**src/rtl/native_port_arbiter.sv**
```systemverilog
// native_port_arbiter: shares one valid/ready native memory port between
// two requesters, with round-robin grant, grant lock and in-order read tags.
module native_port_arbiter #(
    parameter int ADDR_WIDTH      = 32,
    parameter int DATA_WIDTH      = 256,
    parameter int MAX_OUTSTANDING = 4
) (
    input  logic                                 clk,
    input  logic                                 rst,
    input  logic                                 s0_request_valid,
    output logic                                 s0_request_ready,
    input  logic [1:0]                           s0_request_op,
    input  logic [ADDR_WIDTH-1:0]                s0_request_addr,
    input  logic [DATA_WIDTH-1:0]                s0_request_data,
    output logic                                 s0_update_valid,
    input  logic                                 s0_update_ready,
    output logic [DATA_WIDTH-1:0]                s0_update_data,
    input  logic                                 s1_request_valid,
    output logic                                 s1_request_ready,
    input  logic [1:0]                           s1_request_op,
    input  logic [ADDR_WIDTH-1:0]                s1_request_addr,
    input  logic [DATA_WIDTH-1:0]                s1_request_data,
    output logic                                 s1_update_valid,
    input  logic                                 s1_update_ready,
    output logic [DATA_WIDTH-1:0]                s1_update_data,
    output logic                                 m_request_valid,
    input  logic                                 m_request_ready,
    output logic [1:0]                           m_request_op,
    output logic [ADDR_WIDTH-1:0]                m_request_addr,
    output logic [DATA_WIDTH-1:0]                m_request_data,
    input  logic                                 m_update_valid,
    output logic                                 m_update_ready,
    input  logic [DATA_WIDTH-1:0]                m_update_data,
    output logic [$clog2(MAX_OUTSTANDING):0]     outstanding,
    output logic                                 err
);

    localparam int PW = $clog2(MAX_OUTSTANDING);
    localparam int CW = PW + 1;
    localparam logic [1:0] OP_RD = 2'b01;
    localparam logic [1:0] OP_WR = 2'b10;

    logic                       ptr;
    logic                       lock;
    logic                       grant_id;
    logic [MAX_OUTSTANDING-1:0] tag_mem;
    logic [PW-1:0]              wr_ptr;
    logic [PW-1:0]              rd_ptr;
    logic [CW-1:0]              count;
    logic                       err_q;

    logic                       full;
    logic                       elig0;
    logic                       elig1;
    logic                       gnt;
    logic                       active;
    logic [1:0]                 g_op;
    logic                       illegal;
    logic                       fire;
    logic                       issue_rd;
    logic                       tag_valid;
    logic                       tag;
    logic                       pop;
    logic                       spurious;

    // A read is eligible only while a tag slot is free in the registered count.
    always_comb begin
        full  = (count == CW'(MAX_OUTSTANDING));
        elig0 = s0_request_valid && !((s0_request_op == OP_RD) && full);
        elig1 = s1_request_valid && !((s1_request_op == OP_RD) && full);
    end

    // Grant selection and zero-cycle forwarding of the winning request.
    always_comb begin
        if (lock)
            gnt = grant_id;
        else if (elig0 && elig1)
            gnt = ptr;
        else
            gnt = elig1;
        active          = !rst && (gnt ? elig1 : elig0);
        g_op            = gnt ? s1_request_op : s0_request_op;
        illegal         = (g_op != OP_RD) && (g_op != OP_WR);
        m_request_valid = active && !illegal;
        m_request_op    = m_request_valid ? g_op : 2'b00;
        m_request_addr  = gnt ? s1_request_addr : s0_request_addr;
        m_request_data  = gnt ? s1_request_data : s0_request_data;
        fire            = active && (illegal || m_request_ready);
        s0_request_ready = fire && !gnt;
        s1_request_ready = fire && gnt;
        issue_rd        = m_request_valid && m_request_ready
                          && (g_op == OP_RD);
    end

    // Return path: the oldest tag decides which requester sees the update.
    always_comb begin
        tag_valid       = (count != '0);
        tag             = tag_mem[rd_ptr];
        s0_update_valid = !rst && m_update_valid && tag_valid && !tag;
        s1_update_valid = !rst && m_update_valid && tag_valid && tag;
        m_update_ready  = !rst && tag_valid
                          && (tag ? s1_update_ready : s0_update_ready);
        s0_update_data  = m_update_data;
        s1_update_data  = m_update_data;
        pop             = m_update_valid && m_update_ready;
        spurious        = !rst && m_update_valid && !tag_valid;
        outstanding     = count;
        err             = err_q;
    end

    // Pointer, lock, tag FIFO, in-flight count and sticky error state.
    always_ff @(posedge clk) begin
        if (rst) begin
            ptr      <= 1'b0;
            lock     <= 1'b0;
            grant_id <= 1'b0;
            tag_mem  <= '0;
            wr_ptr   <= '0;
            rd_ptr   <= '0;
            count    <= '0;
            err_q    <= 1'b0;
        end else begin
            if (fire) begin
                ptr  <= ~gnt;
                lock <= 1'b0;
            end else if (m_request_valid && !m_request_ready) begin
                lock     <= 1'b1;
                grant_id <= gnt;
            end
            if (issue_rd) begin
                tag_mem[wr_ptr] <= gnt;
                wr_ptr          <= wr_ptr + PW'(1);
            end
            if (pop)
                rd_ptr <= rd_ptr + PW'(1);
            if (issue_rd && !pop)
                count <= count + CW'(1);
            else if (!issue_rd && pop)
                count <= count - CW'(1);
            if ((fire && illegal) || spurious)
                err_q <= 1'b1;
        end
    end

endmodule
```
**config.mk**
```make
export PLATFORM = sky130hd
export DESIGN_NAME = native_port_arbiter
export DESIGN_NICKNAME = d
export VERILOG_FILES = /design/src/rtl/native_port_arbiter.sv
export SDC_FILE = /design/constraint.sdc
export NUM_CORES = 1
export LEC_CHECK = 0
export ABC_AREA = 1
export CAP_MARGIN = 20
export CORE_AREA = 2 2 644 646
export DETAILED_ROUTE_END_ITERATION = 8
export DIE_AREA = 0 0 646 648
export PLACE_DENSITY_LB_ADDON = 0.15
export SYNTH_ARGS = -nofsm -noshare
export SYNTH_HDL_FRONTEND = slang
export SYNTH_SLANG_ARGS = --single-unit
```
**constraint.sdc**
```tcl
create_clock -name clk -period 4.8 [get_ports clk]
set_clock_uncertainty 0.1 [all_clocks]
set_input_delay 0.72 -clock clk [delete_from_list [all_inputs] [get_ports clk]]
set_output_delay 0.72 -clock clk [all_outputs]
set_load 0.01 [all_outputs]
```
Yosys cells after proc, flatten, opt, wreduce, memory -nomap -nowiden
Cells that the tools add are included.
{ "totals": {"register_bits": 15, "input_bits": 844, "out_inout_bits": 812, "wordCells": 80} }
{ "classes": {"muxes": 15, "bitwise_logic": 2, "order_cmp": 3, "reduce_logical": 42, "eq_ne": 6, "addsub": 4} }
{ "op_table": {"columns": ["op", "n"], "rows": [
  ["$mux W256", 1],
  ["$mux W32", 1],
  ["$logic_and A1 B1 Y1", 26],
  ["$logic_not A1 Y1", 10],
  ["$eq A2 B1 Y1 const B", 3],
  ["$lt A2 B3 Y1 const B", 2],
  ["$mux W1", 6],
  ["$mux W3", 2],
  ["$add A2 B1 Y2 const B", 2],
  ["$bwmux W4", 1],
  ["$mux W2", 2],
  ["$add A3 B1 Y3 const B", 1],
  ["$eq A3 B3 Y1 const B", 1],
  ["$reduce_bool A3 Y1", 1],
  ["$sub A3 B1 Y3 const B", 1],
  ["$bmux W1 S2", 1],
  ["$demux W1 S2", 1],
  ["$ge A2 B1 Y1 const B", 1],
  ["$logic_or A1 B1 Y1", 2],
  ["$ne A2 B1 Y1 const B", 1],
  ["$ne A2 B2 Y1 const B", 1],
  ["$not A1 Y1", 2],
  ["$reduce_and A2 Y1", 1],
  ["$reduce_bool A2 Y1", 1],
  ["$reduce_or A2 Y1", 1]
]} }

Longest topological paths before layout
{ "logic_depth": {"depth_word": 18, "depth_mapped": 23, "ltp_nobuf": 21} }

Worst setup path after synthesis
OpenSTA, ideal clock, no wires.
{ "synth_timing": {"path_kind": "in2reg", "from": "input s1_request_op[0]", "to": "register count[2] (netlist: outstanding[2])", "n_path_buf": 2, "stages": 22, "setup_ns": 0.122, "slack_ns": 1.312, "t_required_ns": 4.578, "arrival_ns": 3.266, "path_cell_list": "inv_1 nor2_1 nand3_1 nand2_1 nor2_2 nand2_2 nand2_2 buf_2 o21ai_0 inv_1 ha_1 inv_1 nand3_2 nor2_2 buf_4 ha_1 inv_1 fa_1 a21oi_1 o21ai_0 o21ai_0 a21oi_1"} }
{ "synth_between": {"elab_chain_len": 17, "elab_cells_between_ends": 23, "cone_classes": "eq/ne: 4; mux: 5; reduce/logical: 14"} }
{ "synth_lines": {"columns": ["item", "line_no", "text"], "rows": [
  ["from (decl)", "20", "input logic [1:0] s1_request_op,"],
  ["$eq A2 B1 Y1", "70", "elig1 = s1_request_valid && !((s1_request_op == OP_RD) && full);"],
  ["$logic_and A1 B1 Y1", "70", null],
  ["$logic_not A1 Y1", "70", null],
  ["$logic_and A1 B1 Y1", "70", null],
  ["$logic_and A1 B1 Y1", "77", "else if (elig0 && elig1)"],
  ["$mux W1", "77", null],
  ["$mux W1", "75", "if (lock)"],
  ["$mux W2", "82", "g_op = gnt ? s1_request_op : s0_request_op;"],
  ["(+2 left out)", null, null],
  ["$logic_not A1 Y1", "84", "m_request_valid = active && !illegal;"],
  ["$logic_and A1 B1 Y1", "84", null],
  ["$logic_and A1 B1 Y1", "91", "issue_rd = m_request_valid && m_request_ready"],
  ["$logic_and A1 B1 Y1 (*)", "92", "&& (g_op == OP_RD);"],
  ["named net issue_rd", "60", "logic issue_rd;"],
  ["$logic_not A1 Y1", "138", "else if (!issue_rd && pop)"],
  ["$logic_and A1 B1 Y1", "138", null],
  ["$reduce_bool A2 Y1 (no source line)", null, null],
  ["to (signal assigned)", "137", "count <= count + CW'(1);"],
  ["to (signal assigned)", "139", "count <= count - CW'(1);"],
  ["to (decl)", "49", "logic [CW-1:0] count;"]
]} }
Mark *: on every way through the listed nets, which the timed path passes. The rest lies on a longest branch.
A chain may end at the register's enable or synchronous reset.

Final worst setup path
{ "layout_timing": {"from": "input s1_request_op[0]", "to": "output m_request_data[49]"} }
{ "layout_between": {"elab_chain_len": 8} }
{ "layout_lines": {"columns": ["item", "line_no", "text"], "rows": [
  ["$eq A2 B1 Y1 (*)", "70", null],
  ["$logic_and A1 B1 Y1 (*)", "70", null],
  ["$logic_not A1 Y1 (*)", "70", null],
  ["$logic_and A1 B1 Y1 (*)", "70", null],
  ["$logic_and A1 B1 Y1", "77", null],
  ["$mux W1 (*)", "77", null],
  ["$mux W1 (*)", "75", null],
  ["$mux W256 (*)", "87", "m_request_data = gnt ? s1_request_data : s0_request_data;"],
  ["to (decl)", "30", "output logic [DATA_WIDTH-1:0] m_request_data,"]
]} }
Mark *: on every way between the ends. The rest lies on a longest branch, timed or not.

==> metrics.txt <==
reg2reg end=outstanding[2]; largest net degree at the start of global routing=101; DR vias=12900; Residual DRC=0; status=finished, final reports clean; most frequent cell after synthesis=nand2_1; critical path depth=14; r2r startpoint=outstanding[0]; CP Data Arrival Time=3.71 ns; Worst setup EP type=output port; slew margin rel.=about 46%; CTS Buf Count=3; Port Buffers=887; number of synthesized flops with an enable pin=0; Nets=~2800; critical path's most frequent cell=nand2_1; routability cong.=between 0.8 and 0.9; Setup CP Type=primary input to output port; delay-heaviest family, CP=buffers and inverters; chip width=646 µm; CP max-delay cell=clkdlybuf4s50_1; final setup violating endpoints=0; Final Hold Fails=0; HP Class=flip-flop to flip-flop; critical path fanouts, max=67; reg2reg setup slack=~1.4 ns; sum of buffers and inverters on the critical path=6; global-route wire length before repair=299000 µm; Starting Density=2.06%; number of library cell types mapped by synthesis=24; mapped cell area=8480 µm²; layout cells sized above 1=7.70%; Syn Inst Count=between 1500 and 2000; Leak=7.03 nW; vias in the first global route=12100; post-synthesis register bit count=15; Slew @ Worst Pin=0.808 ns; register area=300 µm²; routed len/inst=about 37 µm; I/O pins=1656; H-tree level count=1; worst skew pair latency=0.25 ns; synth warn=0; Die Y=648 µm; num rows=236; synth-to-layout area growth=148%; Max Clk Rate=0.221 GHz; hpwl dp=260000 µm; fin crit period=4.53 ns; dominant cell type by area after synthesis=buf_4; All-Layer GR Usage=12.3%; end point of the critical path=m_request_data[49]; Avg Vias per Cell=approximately 1.7; pre-CTS WS=0.139 ns; Hold-fix buffers, CTS=0; Slowest Stage Delay on Critical Path=0.60 ns; RSZ-0062 raised after global routing=false; most frequent cells after synthesis=nand2_1, buf_4, buf_2; initial DRC count=approximately 750; crit start category=primary input; TNS Setup=0 ns; area share of the largest cell type after synthesis=45.9%; antenna violations before repair=250; Tcrit/Tclk final=94.4%; worst setup margin=~0.27 ns; clk buf depth=2; root buf cell=clkbuf_16; crit path from=s1_request_op[0]; CTS-repair resized insts=0; clock-pin slew of the registers on the worst-case setup and hold paths=0.05 ns; FILL cells=between 40000 and 50000; Pre-Repair DR Iteration Count=5; fin. max-slew vios=0; max_cap viols=0; Die Area=419000 µm²; Synth area leaders=buf_4, nand2_1, dfxtp_1, buf_6, buf_2; worst vdd ir=0.000100 V; Final Hold Slack=0.393 ns; total wire length=approximately 270000 µm; Avg Cell Area, Syn=5.38 µm²; PwrDens=135 nW/µm²; critical path required time=between 3 and 4 ns; core area=a little over 400000 µm²; Post-DRT Antenna Nets=0; Multi-input gate area=3790 µm²; setup bufs post-CTS=0; clk sinks=15; post-synthesis sequential area ratio=3.54%; Post-Syn Nets=2427; fraction of registers with async set or reset after synthesis=0%; grt ovf=0; CP Cell Sequence=clkdlybuf4s50_1 -> inv_1 -> nor2_1 -> nand3_1 -> nand2_1 -> nor2_2 -> nand2_2 -> nand2_8 -> inv_8 -> buf_4 -> buf_12 -> nand2_1 -> nand2_1 -> clkdlybuf4s50_1; ys flop type=dfxtp_1; FF-to-FF path depth=19; CTS tree=built
[placed cells by master (no fill, tap or decap), types with 2 or more instances in the layout]
| cell | n |
|---|---|
| nand3_1 | 10 |
| buf_4 | 37 |
| nor2_1 | 14 |
| inv_1 | 19 |
| nand4_1 | 2 |
| clkdlybuf4s50_1 | 776 |
| diode_2 | 22 |
| a21oi_2 | 2 |
| clkbuf_16 | 3 |
| a21oi_1 | 12 |
| o21ai_0 | 7 |
| buf_12 | 93 |
| ha_1 | 6 |
| o21ai_1 | 3 |
| nand3_2 | 2 |
| nand2_1 | 893 |
| dfxtp_1 | 15 |
| nor2_2 | 4 |
[power breakdown]
group	internal (mW)	switching [mW]
combinational	1.21	1.32
clock	0.112	0.0622
sequential	0.129	0.00489
[cell families after synthesis]
group / count (synthesis) / synth area share [%]
and+or+nand+nor: 929 / 41.7
buffers and inverters: 599 / 51.9
AOI/OAI and AO/OA: 26 / 1.73
DFF: 15 / 3.54
adders and majority gates: 7 / 1.12
[area by class of cell]
type | count | share of cell area (%)
diodes | 22 | 0.261
clock buffers | 3 | 0.356
clock inverters | 1 | 0.0238
inverters | 21 | 0.410
multi-input cells | 962 | 18.0
flip-flops and latches | 15 | 1.43
well taps | 5474 | 32.5
repair buffers | 906 | 47.0
[tightest hold or removal path: stages, from the launching register on]
cell     delay (ns)
dfxtp_1        0.33
nand2_1        0.07
a21oi_1        0.05
[sequential cells by signal, summed over array words and instances, names as in the netlist]
register / cells
rd_ptr: 2
ptr: 1
outstanding: 3
err: 1
tag_mem: 4
lock: 1
wr_ptr: 2
grant_id: 1
[per-layer routing]
metal	part of all wire, %	vias up	routed length (µm)	GRT usage [%]
li1	-	4876	-	-
met1	26	5282	71500	9.49
met2	46	1927	124000	20.3
met3	25	599	67500	14.4
met4	2.5	183	6800	1.78
met5	0.75	-	2040	1.60
[metrics by stage]
stage / util [%] / cell area (µm²) / instances / power (mW)
floorplan: - / 8480 / 1576 / 1.18
global placement: 5.08 / 20900 / 7378 / 2.79
detailed placement: 5.08 / 20900 / 7378 / 2.78
CTS: 5.10 / 21000 / 7382 / 2.97
global route: 5.11 / 21000 / 7389 / 3.02
finish: 5.12 / 21100 / 7404 / 2.84
[worst min-delay path by stage]
stage	from	to	slack, ns	cells past startpoint
after floorplan	tag_mem[0]	tag_mem[0]	0.35	2
after global placement	grant_id	grant_id	0.39	2
after detailed placement	tag_mem[2]	tag_mem[2]	0.37	2
after CTS	tag_mem[2]	tag_mem[2]	0.40	2
after global routing	err	err	0.41	2
final	grant_id	grant_id	0.39	2
(Power assumes the default switching activity.)
